--- config.mk ---
export PLATFORM = sky130hd
export DESIGN_NAME = xc_aesmix_seq
export DESIGN_NICKNAME = d
export VERILOG_FILES = /design/src/rtl/xc_aesmix_pkg.sv /design/src/rtl/xc_aesmix_col.sv /design/src/rtl/xc_aesmix_seq.sv
export SDC_FILE = /design/constraint.sdc
export NUM_CORES = 1
export LEC_CHECK = 0
export CAP_MARGIN = 0
export CORE_AREA = 2 2 152 191
export DETAILED_ROUTE_END_ITERATION = 6
export DIE_AREA = 0 0 154 193
export GPL_TIMING_DRIVEN = 0
export PLACE_DENSITY = 0.77
export SLEW_MARGIN = 20
export SYNTH_ARGS = -nofsm -noshare
export SYNTH_HDL_FRONTEND = slang
export SYNTH_SLANG_ARGS = --single-unit
--- constraint.sdc ---
create_clock -name clock -period 3.2 [get_ports clock]
set_clock_uncertainty 0.15 [all_clocks]
set_input_delay 0.48 -clock clock [delete_from_list [all_inputs] [get_ports clock]]
set_output_delay 0.48 -clock clock [all_outputs]
set_load 0.05 [all_outputs]
--- src/rtl/xc_aesmix_pkg.sv ---
// rtl/xc_aesmix_pkg.sv - shared FSM encoding and GF(2^8) helpers for the AES MixColumns sequencer
package xc_aesmix_pkg;

    typedef enum logic [1:0] {
        ST_IDLE = 2'd0,
        ST_RUN  = 2'd1,
        ST_DONE = 2'd2
    } state_t;

    localparam logic [7:0] GF_RED = 8'h1b;
    localparam logic [3:0] GF_M2  = 4'h2;
    localparam logic [3:0] GF_M3  = 4'h3;
    localparam logic [3:0] GF_ME  = 4'he;
    localparam logic [3:0] GF_MB  = 4'hb;
    localparam logic [3:0] GF_MD  = 4'hd;
    localparam logic [3:0] GF_M9  = 4'h9;

    function automatic logic [7:0] xtime2(input logic [7:0] b);
        return {b[6:0], 1'b0} ^ (b[7] ? GF_RED : 8'h00);
    endfunction

    // Shift-and-add multiply by a 4-bit constant, enough for every MixColumns coefficient.
    function automatic logic [7:0] xtimeN(input logic [7:0] b, input logic [3:0] n);
        logic [7:0] acc;
        logic [7:0] p;
        acc = 8'h00;
        p   = b;
        for (int i = 0; i < 4; i++) begin
            if (n[i]) acc = acc ^ p;
            p = xtime2(p);
        end
        return acc;
    endfunction

endpackage

--- src/rtl/xc_aesmix_col.sv ---
// rtl/xc_aesmix_col.sv - combinational MixColumns / InvMixColumns for one 32-bit column
module xc_aesmix_col
    import xc_aesmix_pkg::*;
(
    input  logic [31:0] col_in,
    input  logic        enc,
    output logic [31:0] col_out
);

    // x0 is byte j, x1..x3 are bytes j+1..j+3 (mod 4).
    function automatic logic [7:0] mix_byte(input logic [7:0] x0, input logic [7:0] x1,
                                            input logic [7:0] x2, input logic [7:0] x3,
                                            input logic       e);
        if (e)
            return xtimeN(x0, GF_M2) ^ xtimeN(x1, GF_M3) ^ x2 ^ x3;
        else
            return xtimeN(x0, GF_ME) ^ xtimeN(x1, GF_MB) ^ xtimeN(x2, GF_MD) ^ xtimeN(x3, GF_M9);
    endfunction

    logic [7:0] a0, a1, a2, a3;

    always_comb begin
        a0 = col_in[7:0];
        a1 = col_in[15:8];
        a2 = col_in[23:16];
        a3 = col_in[31:24];
        col_out = {mix_byte(a3, a0, a1, a2, enc),
                   mix_byte(a2, a3, a0, a1, enc),
                   mix_byte(a1, a2, a3, a0, enc),
                   mix_byte(a0, a1, a2, a3, enc)};
    end

endmodule

--- src/rtl/xc_aesmix_seq.sv ---
// rtl/xc_aesmix_seq.sv - column-serial AES MixColumns/InvMixColumns with valid/ready handshakes
module xc_aesmix_seq
    import xc_aesmix_pkg::*;
#(
    parameter logic FAST = 1'b1
) (
    input  logic         clock,
    input  logic         reset,
    input  logic         flush,
    input  logic         in_valid,
    output logic         in_ready,
    input  logic         in_enc,
    input  logic [127:0] in_state,
    output logic         out_valid,
    input  logic         out_ready,
    output logic [127:0] out_state,
    output logic         busy
);

    state_t         state;
    logic [1:0]     col;
    logic           phase;
    logic [127:0]   cap_state;
    logic           cap_enc;
    logic [127:0]   result;
    logic [31:0]    op_reg;
    logic           out_valid_r;
    logic [31:0]    col_sel;
    logic [31:0]    mix_in;
    logic [31:0]    mix_out;

    always_comb begin
        col_sel = cap_state[{col, 5'd0} +: 32];
        mix_in  = FAST ? col_sel : op_reg;
    end

    xc_aesmix_col u_col (
        .col_in  (mix_in),
        .enc     (cap_enc),
        .col_out (mix_out)
    );

    always_ff @(posedge clock) begin
        if (reset || flush) begin
            state       <= ST_IDLE;
            col         <= 2'd0;
            phase       <= 1'b0;
            cap_state   <= '0;
            cap_enc     <= 1'b0;
            result      <= '0;
            op_reg      <= '0;
            out_valid_r <= 1'b0;
        end else begin
            case (state)
                ST_IDLE: begin
                    if (in_valid) begin
                        cap_state <= in_state;
                        cap_enc   <= in_enc;
                        result    <= '0;
                        col       <= 2'd0;
                        phase     <= 1'b0;
                        state     <= ST_RUN;
                    end
                end
                ST_RUN: begin
                    // The slow build spends phase 0 registering the operand to shorten the path.
                    if (FAST || phase) begin
                        result[{col, 5'd0} +: 32] <= mix_out;
                        col   <= col + 2'd1;
                        phase <= 1'b0;
                        if (col == 2'd3) begin
                            state       <= ST_DONE;
                            out_valid_r <= 1'b1;
                        end
                    end else begin
                        op_reg <= col_sel;
                        phase  <= 1'b1;
                    end
                end
                ST_DONE: begin
                    if (out_ready) begin
                        state       <= ST_IDLE;
                        out_valid_r <= 1'b0;
                        result      <= '0;
                    end
                end
                default: state <= ST_IDLE;
            endcase
        end
    end

    assign in_ready  = (state == ST_IDLE);
    assign busy      = (state != ST_IDLE);
    assign out_valid = out_valid_r;
    assign out_state = out_valid_r ? result : '0;

endmodule

# After elaboration in Yosys (flattened, before gate mapping)
# Cells that the tools add are included.
[op_classes]
n_addsub = 2
eq_ne = 6
shifts = 3
muxes = 78
bitwise_logic = 68
n_reduce_logical = 11
[op_table]
columns = ["operator", "count"]
rows = [
  ["$xor A8 B8 Y8", 68],
  ["$mux W8", 52],
  ["$mux W128", 3],
  ["$pmux W128 S3", 1],
  ["$bwmux W128", 1],
  ["$shift A32 B9 Y128 const A", 1],
  ["$shiftx A128 B8 Y32", 1],
  ["$shiftx A32 B9 Y128", 1],
  ["$mux W5", 12],
  ["$neg A7 Y9", 1],
  ["$reduce_and A3 Y1", 3],
  ["$mux W2", 4],
  ["$ne A2 B2 Y1 const B", 3],
  ["$pmux W2 S3", 1],
  ["$reduce_bool A2 Y1", 3],
  ["$eq A2 B2 Y1 const B", 2],
  ["$pmux W2 S2", 1],
  ["$reduce_and A2 Y1", 2],
  ["$reduce_bool A3 Y1", 1],
  ["$add A2 B1 Y2 const B", 1],
  ["$eq A2 B1 Y1 const B", 1],
  ["$logic_not A2 Y1", 1],
  ["$mux W1", 2],
  ["$pmux W1 S2", 1],
  ["$logic_or A1 B1 Y1", 1],
]
[word_totals]
register_bits = 262
input_bits = 134
out_inout_bits = 131
wordCells = 174

# Depth between registers and ports, before layout
[depth]
depth_word = 16
depth_mapped = 13
depth_no_buf = 8

# By module
# A second synthesis with hierarchy kept.
[hier_totals]
hier_cells = 1391
hier_area_um2 = 13153.9
[modules_own_cells]
columns = ["module", "n_inst", "cells_each", "area_per_inst_um2"]
rows = [
  ["xc_aesmix_seq", 1, 1076, 10411.2],
  ["xc_aesmix_col", 1, 315, 2742.6],
]

# Worst setup path before layout
# No wires, ideal clock.
[synth_timing]
kind = "register to register"
from = "reg col[0]"
to = "reg result[19]"
setup_time_ns = 0.117
arrival_time_ns = 3.009
required_ns = 2.933
path_slack_ns = -0.076
stages_incl_launch_ff = 10
path_buffers = 1
synth_period_minus_slack_ns = 3.276
cell_sequence = "dfxtp_1 > buf_6 > mux4_2 > xnor2_4 > xnor3_1 > xor2_2 > xnor3_1 > mux2i_1 > xnor2_1 > a22o_1"
[synth_between]
elab_chain_len = 15
[synth_lines]
columns = ["item", "line", "source"]
rows = [
  ["start, declared", "xc_aesmix_seq.sv:21", "logic [1:0] col;"],
  ["start signal, assigned", "xc_aesmix_seq.sv:69", "col <= col + 2'd1;"],
  ["$shiftx A128 B8 Y32", "xc_aesmix_seq.sv:33", "col_sel = cap_state[{col, 5'd0} +: 32];"],
  ["$mux W5 or $xor A8 B8 Y8 (tied branches)", "xc_aesmix_pkg.sv:19", "return {b[6:0], 1'b0} ^ (b[7] ? GF_RED : 8'h00);"],
  ["$xor A8 B8 Y8 (tied with other cells)", "xc_aesmix_pkg.sv:19", ""],
  ["$mux W8 (tied with other cells)", "xc_aesmix_col.sv:14", "if (e)"],
  ["$xor A8 B8 Y8", "xc_aesmix_pkg.sv:29", "if (n[i]) acc = acc ^ p;"],
  ["$mux W8", "xc_aesmix_col.sv:14", ""],
  ["$xor A8 B8 Y8", "xc_aesmix_pkg.sv:29", ""],
  ["$mux W8", "xc_aesmix_col.sv:14", ""],
  ["$xor A8 B8 Y8 (3 in series)", "xc_aesmix_col.sv:17", "return xtimeN(x0, GF_ME) ^ xtimeN(x1, GF_MB) ^ xtimeN(x2, GF_MD) ^ xtimeN(x3, GF_M9);"],
  ["$mux W8", "xc_aesmix_col.sv:14", ""],
  ["$shiftx A32 B9 Y128", "xc_aesmix_seq.sv:68", "result[{col, 5'd0} +: 32] <= mix_out;"],
  ["$bwmux W128 (*)", "xc_aesmix_seq.sv:68", ""],
  ["$pmux W128 S3 (*)", "xc_aesmix_seq.sv:54", "case (state)"],
  ["end signal, assigned by index", "xc_aesmix_seq.sv:68", ""],
  ["end, declared", "xc_aesmix_seq.sv:25", "logic [127:0] result;"],
]
# Every way passes the cells marked *; elsewhere a longest branch is shown, timed or not. The select of a mux whose other input is x is not followed.
# A chain may end at the register's enable or synchronous reset.

# Worst setup path in the final report
[layout_timing]
from = "reg col[0]"
to = "reg result[94]"
# Same word-level chain as after synthesis.

==> impl_metrics.json <==
{
  "met3_usage": 0.04403,
  "synth.top_cell.area_share": 0.4059,
  "cts.htree.levels": 1,
  "slowest_stage": "mux4_2",
  "required_ns": 3.46,
  "ys_seq_area_frac": 0.4059,
  "async_flop_share": 0,
  "ys_ff_latch": 262,
  "routabilityCongestion": 0.9351,
  "clk_transition_reported_paths_ns": 0.07,
  "drt-total-wl_um": 50920,
  "cts_sinks": 262,
  "synthesis.area_mm2": 0.01292,
  "worst_pin_slew_ns": 0.9629,
  "cap_violations": 0,
  "clk-insertion-delay-late_ns": 0.56,
  "cts_hold_buf": 0,
  "grt_pass1_vias": 12330,
  "yosys-top-cells-area": "dfxtp_1 41%, nand2_1 9.4%, xnor2_1 8.9%",
  "crit_path_start": "col[0]$_SDFFE_PP0P_",
  "placed_cell_area_mm2": 0.01601,
  "end_kind": "register",
  "cp_num_cells": 12,
  "synth_top_cell_by_area": "dfxtp_1",
  "grt-busiest-layer": "met2",
  "cp-endpoint": "result[94]$_SDFFE_PP0P_",
  "grt_pass1_wl_um": 68830,
  "grt_max_degree": 15,
  "antenna_found_initial": 0,
  "start_util": 0.4605,
  "synth_cell_types": 38,
  "period_minus_slack_ns": 3.599,
  "crit_top_cell": "buf_12",
  "dieArea_mm2": 0.02972,
  "synth-edff-count": 0,
  "rsz0062_at_grt": "yes",
  "slew_headroom": 0.3581,
  "critPathArrivalTime_ns": 3.86,
  "cts-root-buf": "clkbuf_16",
  "violations": "setup timing",
  "drc": 0,
  "finalWorstSetupSlack_ns": -0.3989,
  "worstReg2RegEnd": "result[94]$_SDFFE_PP0P_",
  "yosysMostFrequentCell": "nand2_1",
  "area_growth_pct": 54.71,
  "synthesis.nets": 1594,
  "fmax_mhz": 277.9,
  "finalNonFillerCells": 2275,
  "die_y_um": 193,
  "dr_total_vias": 12750,
  "overflow": 0,
  "num_rows": 69,
  "final-setup-viol-count": 125,
  "cp_cell_sequence": "buf_12 > buf_16 > mux4_2 > buf_12 > xnor2_4 > xnor3_1 > xnor2_1 > nor2_2 > xor2_4 > buf_12 > xnor2_4 > o21ai_1",
  "hold_viol": 0,
  "ioPinCount": 265,
  "maxSlewViolCount": 0,
  "worst-setup-path-type": "reg -> reg",
  "syn_avg_cell_area_um2": 8.874,
  "n_antenna_cell": 0,
  "cellLeakagePower_uw": 0.008110,
  "grtUsageMet1": 0.3347,
  "dieWidth_um": 154,
  "worst-r2r-cell-count": 12,
  "nNetsFinal": 2038,
  "status": "finished, violations left",
  "cp_top_family": "XOR/XNOR gates",
  "syn_inst": 1456,
  "layout-drive-gt1-share": 0.2375,
  "port_buffers": 264,
  "dp_cells": 2075,
  "cp_num_buf_inv": 4,
  "reg2reg_slack_ns": -0.40,
  "wire_per_inst_um": 22.38,
  "power_density_mw_per_mm2": 476.5,
  "dr.pass1.iters": 5,
  "vias_per_cell": 5.602,
  "grtUsageTotal": 0.3012,
  "ctsLongestPathBuffers": 3,
  "hp-class": "reg -> reg",
  "path_max_fanout": 6,
  "fin_area_mm2": 0.01999,
  "cp_slowest_stage_delay_ns": 0.57,
  "place_hpwl_um": 31570,
  "synth_commonest_cells": "324 x nand2_1, 262 x dfxtp_1, 138 x a21oi_1",
  "cts_made_buffers": 26,
  "met2_usage": 0.5497,
  "place_ws_ns": -0.9041,
  "yosysWarnings": 0,
  "r2r_start": "col[0]$_SDFFE_PP0P_",
  "drtIter0Drc": 1078,
  "ir_drop_mv": 0.3849,
  "post-route-period-util": 1.125,
  "coreArea_mm2": 0.02806,
  "ant_nets": 0,
  "ys_dominant_reg_cell": "dfxtp_1",
  "cts_tree": "yes",
  "cp-start-kind": "register"
}
-- flip-flops by register name (all words and copies together), names as in the netlist --
name and flops:
cap_state 128, result 128, col 2, state 2
cap_enc 1, out_valid 1
-- routing by layer --
metal,vias up,routed length [µm]
met3,256,3808
li1,5700,-
met1,5997,17330
met5,-,0
met4,0,4381
met2,792,25400
-- worst min-delay path: cells and delay by family, from the launching register on --
kind               cells  cell delay, ns
DFF                    1            0.31
AOI/OAI and AO/OA      1            0.05
and+or+nand+nor        1            0.05
-- through the flow --
stage          total power [µW]  hold slack [ns]    util  TNS [ns]
2_1_floorplan              4487           0.2667       -         0
3_3_place_gp               5110           0.2760  0.5707    -76.30
3_5_place_dp               5134           0.2855  0.5707    -83.59
4_1_cts                    8936           0.2936  0.6722    -3.774
5_1_grt                    9729           0.3101  0.7125    -30.42
6_report                   9525           0.2909  0.7125    -25.30
-- power breakdown --
| group | total (µW) | internal, µW | switching, µW | leakage (µW) |
|---|---|---|---|---|
| clock | 3180 | 1830 | 1360 | 0.000431 |
| sequential | 3360 | 3320 | 37.0 | 0.00212 |
| combinational | 2980 | 1400 | 1580 | 0.00556 |
-- cell usage in the layout (no fill, tap or decap), types with 10 or more instances in the layout --
cell type          n
nand2_1          324
dfxtp_1          260
clkdlybuf4s50_1  162
a21oi_1          137
and2_1           136
buf_4            110
dlygate4sd2_1     91
clkbuf_1          84
nor2_1            67
xnor2_1           57
xnor2_2           45
xnor2_4           39
buf_6             37
mux4_2            32
o21ai_2           30
a22oi_2           28
a22o_1            28
clkbuf_16         27
a22oi_1           26
o21ai_1           21
xor2_1            19
buf_12            17
xor2_4            12
clkbuf_2          11
xor2_2            11
dlymetal6s2s_1    11
xnor3_2           10
-- how the worst min path moves through the flow --
stage,start,endpoint,depth (start not counted)
5_1_grt,result[61]$_SDFFE_PP0P_,result[61]$_SDFFE_PP0P_,2
2_1_floorplan,result[123]$_SDFFE_PP0P_,result[123]$_SDFFE_PP0P_,2
3_3_place_gp,result[109]$_SDFFE_PP0P_,result[109]$_SDFFE_PP0P_,2
4_1_cts,result[109]$_SDFFE_PP0P_,result[109]$_SDFFE_PP0P_,2
6_report,result[109]$_SDFFE_PP0P_,result[109]$_SDFFE_PP0P_,2
3_5_place_dp,result[123]$_SDFFE_PP0P_,result[123]$_SDFFE_PP0P_,2
-- area by class of cell --
type / count / area [µm²]
clock buffer: 37 / 763.2
tap: 355 / 444.2
inverter: 4 / 15.01
sequential: 262 / 5253
buffer: 106 / 586.8
fill: 1888 / 8068
multi-input combinational: 1076 / 8727
timing repair buffer: 424 / 4084
clock inverter: 11 / 117.6
-- timing repair --
item,CTS,global route
cloned,4,0
setup buffers,121,43
pin swaps,100,70
gates resized for setup,307,154
endpoints found under the setup margin,228,143
-- cells by family after synthesis --
family,after synthesis,share of synthesized area
AOI/OAI and AO/OA,283,0.1298
xor gates and xnor gates,204,0.1746
DFF,262,0.4059
and+or+nand+nor,551,0.1890
adders and majority gates,4,0.003873
muxes,34,0.05762
buffers and inverters,118,0.03922
No activity file was read; power rests on OpenSTA's default activity.
